==> config.mk <==
export PLATFORM = sky130hd
export DESIGN_NAME = mem_access_fsm
export DESIGN_NICKNAME = d
export VERILOG_FILES = /design/src/rtl/BusTypes.sv /design/src/rtl/wait_timer.sv /design/src/rtl/mem_access_fsm.sv
export SDC_FILE = /design/constraint.sdc
export NUM_CORES = 1
export LEC_CHECK = 0
export BUFFER_PORTS_ARGS = -buffer_cell sky130_fd_sc_hd__buf_2
export CORE_ASPECT_RATIO = 0.9
export CORE_MARGIN = 10
export CORE_UTILIZATION = 35
export CTS_BUF_LIST = sky130_fd_sc_hd__clkbuf_8
export DETAILED_ROUTE_END_ITERATION = 8
export PLACE_DENSITY = 0.58
export SYNTH_ARGS = -nofsm -noshare
export SYNTH_HDL_FRONTEND = slang
export SYNTH_SLANG_ARGS = --single-unit
==> constraint.sdc <==
create_clock -name clk -period 3.9 [get_ports clk]
set_input_delay 0.195 -clock clk [delete_from_list [all_inputs] [get_ports clk]]
set_output_delay 0.195 -clock clk [all_outputs]
set_load 0.005 [all_outputs]
==> src/rtl/BusTypes.sv <==
// Shared types for the memory-access sequencer: FSM state encoding, operation
// encoding and the wait-counter width.
package BusTypes;

  typedef enum logic [2:0] {
    IDLE,
    RD_ADDR,
    RD_OFF,
    RD_DATA,
    MEM_REQ,
    WB,
    DONE
  } state_t;

  // OP_IDX: a <- (b)[c]; OP_AMEND: (a)[b] <- c
  typedef enum logic {
    OP_IDX   = 1'b0,
    OP_AMEND = 1'b1
  } op_t;

  localparam int TMR_W = 16;

endpackage

==> src/rtl/wait_timer.sv <==
// Counts enabled cycles and flags the cycle in which the count reaches the limit.
// A limit of zero never expires.
module wait_timer
  import BusTypes::*;
#(
  parameter int W = TMR_W
) (
  input  logic         clk,
  input  logic         r,
  input  logic         clear,
  input  logic         enable,
  input  logic [W-1:0] limit,
  output logic         expired
);

  logic [W-1:0] count;

  always_ff @(posedge clk) begin
    if (r) begin
      count <= '0;
    end else if (clear) begin
      count <= '0;
    end else if (enable && (count != '1)) begin
      count <= count + 1'b1;
    end
  end

  // Count starts at 0 in the first enabled cycle, so limit-1 marks the limit-th cycle.
  assign expired = enable && (limit != '0) && (count >= limit - 1'b1);

endmodule

==> src/rtl/mem_access_fsm.sv <==
// Sequencer for array index/amend: reads operand registers, issues one memory
// request with optional timeout, and writes the loaded word back for index ops.
module mem_access_fsm
  import BusTypes::*;
#(
  parameter int DATA_W  = 32,
  parameter int SEL_W   = 3,
  parameter int TIMEOUT = 16
) (
  input  logic              clk,
  input  logic              r,
  input  logic              start,
  input  logic              op,
  input  logic [SEL_W-1:0]  regA,
  input  logic [SEL_W-1:0]  regB,
  input  logic [SEL_W-1:0]  regC,
  input  logic [DATA_W-1:0] reg_out_bus,
  output logic [SEL_W-1:0]  reg_sel,
  output logic              reg_we,
  output logic [DATA_W-1:0] reg_wdata,
  output logic              mem_req,
  output logic              mem_we,
  output logic [DATA_W-1:0] mem_addr,
  output logic [DATA_W-1:0] mem_off,
  output logic [DATA_W-1:0] mem_wdata,
  input  logic              mem_ack,
  input  logic [DATA_W-1:0] mem_rdata,
  output logic              busy,
  output logic              finished,
  output logic              err
);

  state_t            state, next;
  op_t               op_q;
  logic [SEL_W-1:0]  a_q, b_q, c_q;
  logic [DATA_W-1:0] addr_q, off_q, wdata_q, rdata_q;
  logic              timed_out_q;
  logic              tmr_clr, tmr_en, tmr_expired;

  wait_timer #(.W(TMR_W)) u_wait_timer (
    .clk     (clk),
    .r       (r),
    .clear   (tmr_clr),
    .enable  (tmr_en),
    .limit   (TMR_W'(TIMEOUT)),
    .expired (tmr_expired)
  );

  // NOTE: sequential state uses non-blocking assignments so every flop samples
  // pre-edge values regardless of process ordering.
  always_ff @(posedge clk) begin
    if (r) state <= IDLE;
    else   state <= next;
  end

  always_ff @(posedge clk) begin
    if (r) begin
      op_q        <= OP_IDX;
      a_q         <= '0;
      b_q         <= '0;
      c_q         <= '0;
      addr_q      <= '0;
      off_q       <= '0;
      wdata_q     <= '0;
      rdata_q     <= '0;
      timed_out_q <= 1'b0;
    end else begin
      case (state)
        IDLE: if (start) begin
          op_q        <= op_t'(op);
          a_q         <= regA;
          b_q         <= regB;
          c_q         <= regC;
          timed_out_q <= 1'b0;
        end
        RD_ADDR: addr_q  <= reg_out_bus;
        RD_OFF:  off_q   <= reg_out_bus;
        RD_DATA: wdata_q <= reg_out_bus;
        MEM_REQ: begin
          if (mem_ack)          rdata_q     <= mem_rdata;
          else if (tmr_expired) timed_out_q <= 1'b1;
        end
        default: ;
      endcase
    end
  end

  // NOTE: every output gets a default before the case so no path can infer a latch.
  always_comb begin
    next      = state;
    reg_sel   = '0;
    reg_we    = 1'b0;
    reg_wdata = '0;
    mem_req   = 1'b0;
    mem_we    = 1'b0;
    mem_addr  = '0;
    mem_off   = '0;
    mem_wdata = '0;
    busy      = (state != IDLE);
    finished  = 1'b0;
    err       = 1'b0;
    tmr_en    = 1'b0;
    tmr_clr   = 1'b1;
    case (state)
      IDLE:    if (start) next = RD_ADDR;
      RD_ADDR: begin
        reg_sel = (op_q == OP_IDX) ? b_q : a_q;
        next    = RD_OFF;
      end
      RD_OFF: begin
        reg_sel = (op_q == OP_IDX) ? c_q : b_q;
        next    = (op_q == OP_IDX) ? MEM_REQ : RD_DATA;
      end
      RD_DATA: begin
        reg_sel = c_q;
        next    = MEM_REQ;
      end
      MEM_REQ: begin
        mem_req   = 1'b1;
        mem_we    = (op_q == OP_AMEND);
        mem_addr  = addr_q;
        mem_off   = off_q;
        mem_wdata = (op_q == OP_AMEND) ? wdata_q : '0;
        tmr_en    = 1'b1;
        tmr_clr   = 1'b0;
        // An ack landing on the limit cycle still completes the access.
        if (mem_ack)          next = (op_q == OP_IDX) ? WB : DONE;
        else if (tmr_expired) next = DONE;
      end
      WB: begin
        reg_sel   = a_q;
        reg_we    = 1'b1;
        reg_wdata = rdata_q;
        next      = DONE;
      end
      DONE: begin
        finished = 1'b1;
        err      = timed_out_q;
        next     = IDLE;
      end
      default: next = IDLE;
    endcase
  end

endmodule
### Word-level counts from Yosys, hierarchy flattened

Index checks and enable logic that the tools add are counted.

| storage, ports and cells | value |
|---|---|
| register bits | 158 |
| output and inout bits | 137 |
| memories | 0 |
| logic and storage cells | 58 |
| bits in read-only memories | 0 |
| memory bits (writable) | 0 |
| latch bits | 0 |

| operators by class | value |
|---|---|
| $lt $le $gt $ge | 1 |
| div/mod/pow operators | 0 |
| reduce and logical (&&, ||, !) cells | 10 |
| multiply operators | 0 |
| equal/unequal tests | 11 |
| bitwise logic cells | 1 |
| mux-type cells | 23 |
| add/sub/neg operators | 1 |
| shift-type cells | 0 |

Operators with widths:

| kind | count |
|---|---|
| two-way mux 32 bit | 5 |
| two-way mux 3 bit | 6 |
| one-hot mux 3 bit (6 select lines) | 1 |
| adder 16 x 1 -> 16 bit (second input constant) | 1 |
| greater-or-equal comparator 16 x 4 -> 1 bit (second input constant) | 1 |
| inequality test 16 bit (second input constant) | 1 |
| one-hot mux 3 bit (4 select lines) | 1 |
| == test 3 bit (second input constant) | 3 |
| two-way mux 1 bit | 8 |
| == test 3 x 2 -> 1 bit (second input constant) | 2 |
| inequality test 2 bit (second input constant) | 3 |
| AND reduction 2 bit | 3 |
| AND reduction 4 bit | 1 |
| == test 3 x 1 -> 1 bit (second input constant) | 1 |
| zero test 3 bit | 1 |
| inequality test 3 bit (second input constant) | 1 |
| nonzero test 3 bit | 1 |
| logical AND 1 bit | 2 |
| two-way mux 2 bit | 1 |
| one-hot mux 1 bit (2 select lines) | 1 |
| nonzero test 2 bit | 1 |
| OR reduction 2 bit | 1 |
| NOT 1 bit | 1 |

### Depth between registers and ports, before layout

| logic depth | value |
|---|---|
| depth after elaboration | 6 |
| depth in mapped cells | 8 |

### By module

A second synthesis with hierarchy kept.

| unflattened totals | value |
|---|---|
| cells, all modules | 973 |
| area, all modules | 7,482.2 sq um |

Modules (own cells, without submodules):

| module | area each (sq um) | times used | cells each |
|---|---|---|---|
| mem_access_fsm | 6,060.8 | 1 | 798 |
| wait_timer | 1,421.4 | 1 | 175 |

### Least setup slack after synthesis

OpenSTA, ideal clock, no wires.

| timing | value |
|---|---|
| kind | register to output |
| start point | register state[0] |
| end point | output port mem_addr[12] |
| path slack | 2.226 ns |
| buffers on the path | 4 |
| required time | 3.705 ns |
| cell stages (with the launch flop) | 8 |
| arrival | 1.479 ns |
| cells stage by stage | dfxtp_1 -> buf_6 -> or3b_4 -> clkinv_2 -> buf_4 -> buf_2 -> clkbuf_2 -> and2_1 |

| between the ends | value |
|---|---|
| cells in the longest elaborated chain, start to end | 2 |

RTL lines:

| item | line | RTL |
|---|---|---|
| start: declaration | mem_access_fsm.sv:33 | `state_t state, next;` |
| start signal: assignment | mem_access_fsm.sv:53 | `else state <= next;` |
| == test 3 bit | mem_access_fsm.sv:104 | `case (state)` |
| two-way mux 32 bit | mem_access_fsm.sv:104 |  |
| end: declaration | mem_access_fsm.sv:23 | `output logic [DATA_W-1:0] mem_addr,` |

No other way between the ends.

### Worst setup path in the final report

| timing | value |
|---|---|
| start point | register state[2] |
| end point | output port mem_wdata[3] |

| between the ends | value |
|---|---|
| cells in the longest elaborated chain, start to end | 2 |

RTL lines:

| item | line | RTL |
|---|---|---|
| == test 3 bit | mem_access_fsm.sv:104 |  |
| two-way mux 32 bit | mem_access_fsm.sv:104 |  |
| end: declaration | mem_access_fsm.sv:25 | `output logic [DATA_W-1:0] mem_wdata,` |

No other way between the ends.

==> impl_metrics.toml <==
[clocking]
cts_resized = 0
cts_num_sinks = 158
cts_tree = "done"
ctsHtreeMaxLevel = 4
clock_path_buffers = 2
numCtsBuffers = 17
cts_setup_buffers = 0
clk_pin_slew_ns = 0.08
holdBufCountCts = 74
root_buffer = "clkbuf_8"
clock_latency_ns = 0.46

[placement]
port_buffers = 214
routabilityCongestion = 0.777
placed_cell_area_sq_mm = 0.00800
dpl.hpwl_um = 14700

[global_routing]
grt_pass1_wl_um = 35800
grt_antenna_before_repair = 2
grt-ovfl-total = 0
grt_pass1_vias = 6565
grt_util_all_layers_pct = 17.1
busiest_layer = "met2"
use_met3_pct = 6.09
met2_usage_pct = 26.9
use_met1_pct = 21.4
grt_max_degree = 76

[drt]
routed_wl_um = 22500
route.detailed.drc = 0
postRouteAntennaNets = 0
wire_per_inst_um = 16.0
via_per_inst = 4.81
drt_iter0_drc = 387
dr.pass1.iters = 4
vias = 6771

[worst_setup_path]
slowest_stage = "dfxtp_1"
r2r-end = "u_wait_timer.count[10]"
worstSetupPathType = "reg -> out"
startpoint = "state[2]"
required_ns = 3.70
arrival_ns = 2.83
cp.depth = 5
crit_family = "buffers and inverters"
cp_slowest_stage_delay_ns = 0.62
cp-end-kind = "output port"
endpoint = "mem_wdata[3]"
start_kind = "register"
critPathMaxFanout = 59
rrSetupSlack_ns = 1.41
crit_buf_inv = 3
crit_chain = "or3b_4, clkinv_2, buf_4, and3_1, buf_2"
r2r_cells = 5
r2r-start = "state[2]"

[timing]
slew_violations = 0
setup_tns_ns = 0
tightestPinTransition_ns = 0.867
hold_viol = 0
clock_skew_ns = 0.0136
fin_crit_ns = 3.02
holdWs_ns = 0.0744
final.period_utilization_pct = 77.6
slew_headroom_pct = 42.1
setup_viol = 0
max_freq_ghz = 0.331
rsz0062_at_grt = "false"

[yosys]
syn_inst = 895
ys_types = 49
async_flop_share_pct = 0
synth_top_area_share_pct = 46.4
synth-seq-cells = 158
yosys.area.top_type = "dfxtp_1"
synth_top_cells_by_area = "dfxtp_1 46%, nand2_1 16%, a21oi_1 11%"
avgSynthCellArea_sq_um = 7.61
synth_edf_count = 0
syn_nets = 974
syn_area_sq_mm = 0.00681
dominantRegCellSynth = "dfxtp_1"
ys_seq_area_share_pct = 46.4
yosysWarnings = 0

[layout]
areaGrowthSynthToFinish_pct = 35.3
drive_above_1_share_pct = 23.5
layout_commonest_cell = "nand2_1"
fin_area_sq_mm = 0.00922
post-route-util_pct = 48.1
finalNetCount = 1224
mostFrequentLayoutCells = "287 x nand2_1, 213 x buf_2, 158 x dfxtp_1"

[power]
p_total_mw = 3.94
internal_power_mw = 2.80
power.density_mw_per_mm2 = 427
leakage_nw = 4.03
p_clk_share_pct = 37.4
p_seq_share_pct = 46.2
combinationalPowerShare_pct = 16.4
max-vdd-ir-drop_mv = 0.198
power.net_switching_mw = 1.14
swShare_pct = 29.0

[run]
max_cap_violations = 0

[floorplanning]
die-area_sq_mm = 0.0255
start_util_pct = 35.6
chipHeight_um = 152
core_sq_mm = 0.0192
pin_count = 215
num_rows = 48
die_w_um = 167

[run_status]
status = "complete, no violations"

[worst_hold_path]
hold_path.class = "in -> reg"
==> cells in the mapped netlist, types with 2 or more instances <==
| library cell | number |
|---|---|
| a21oi_1 | 152 |
| a222oi_1 | 3 |
| a31oi_1 | 3 |
| and2_1 | 98 |
| and3_1 | 33 |
| and3_2 | 2 |
| and4_1 | 3 |
| buf_2 | 8 |
| buf_4 | 3 |
| buf_6 | 2 |
| clkbuf_1 | 52 |
| dfxtp_1 | 158 |
| inv_1 | 9 |
| nand2_1 | 287 |
| nand2b_1 | 2 |
| nand3_1 | 6 |
| nand4_1 | 3 |
| nor2_1 | 10 |
| nor2b_1 | 2 |
| nor3_1 | 7 |
| nor4_1 | 2 |
| o21ai_0 | 10 |
| o31ai_1 | 5 |
| or3_1 | 3 |
| or3b_2 | 2 |
| or4_1 | 7 |
==> layer usage <==
| metal | routed length [um] | part of all wire [%] | vias up |
|---|---|---|---|
| met2 | 10200 | 45 | 196 |
| met5 | 0 | 0 | - |
| li1 | - | - | 3452 |
| met1 | 10300 | 46 | 3099 |
| met3 | 1680 | 7.5 | 24 |
| met4 | 397 | 1.8 | 0 |
==> power groups by stage <==
stage	Combinational [mW]	Clock [mW]	Sequential, mW
global route	0.736	1.57	1.84
finish	0.644	1.47	1.82
global placement	0.583	0	1.86
detailed placement	0.592	0	1.86
floorplan	0.421	0	1.82
CTS	0.653	1.51	1.82
==> worst reg2reg max path: cells and delay by family, from the launching register on <==
kind / cells / cell delay, ns
and+or+nand+nor: 3 / 1.25
AOI/OAI and AO/OA: 1 / 0.07
DFF: 1 / 0.62
buffers and inverters: 1 / 0.49
==> sequential cells by signal, summed over array words and instances (netlist names) <==
signal,cells
state,3
off_q,32
timed_out_q,1
u_wait_timer.count,16
a_q,3
wdata_q,32
rdata_q,32
b_q,3
op_q,1
c_q,3
addr_q,32
==> final cells by class <==
| class | instances | area, sq um |
|---|---|---|
| multi-input cells | 661 | 3350 |
| diodes | 2 | 5.00 |
| inverters | 10 | 38.8 |
| fillers | 1941 | 9940 |
| clock buffers | 17 | 234 |
| well taps | 250 | 313 |
| clock inverters | 14 | 238 |
| repair buffers | 297 | 1880 |
| flip-flops and latches | 158 | 3160 |
==> stage by stage <==
stage / instances / setup WS (ns)
3_5_place_dp: 1302 / 1.33
4_1_cts: 1407 / 0.824
6_report: 1409 / 0.875
3_3_place_gp: 1302 / 1.36
2_1_floorplan: 895 / 2.23
5_1_grt: 1409 / 0.638
==> cells by family after synthesis <==
kind of cell             Yosys count  share of synthesized area [%]
AND/OR/NAND/NOR                  478                           34.3
AO/OA/AOI/OAI                    180                           14.0
flip-flops                       158                           46.4
buffers and inverters             76                           4.76
XOR/XNOR                           1                          0.129
multiplexers                       1                          0.147
adder cells (fa/ha/maj)            1                          0.184
==> worst min-delay path by stage <==
stage                              start     endpoint  slack, ns  cells after the start
final                            mem_ack     state[1]       0.07                      3
after global routing             mem_ack     state[0]       0.08                      3
after CTS                        mem_ack     state[1]       0.03                      3
after detailed placement   mem_rdata[23]  rdata_q[23]       0.44                      3
after global placement     mem_rdata[30]  rdata_q[30]       0.44                      3
after floorplan           reg_out_bus[0]    addr_q[0]       0.33                      2
No activity file was read; power rests on OpenSTA's default activity.
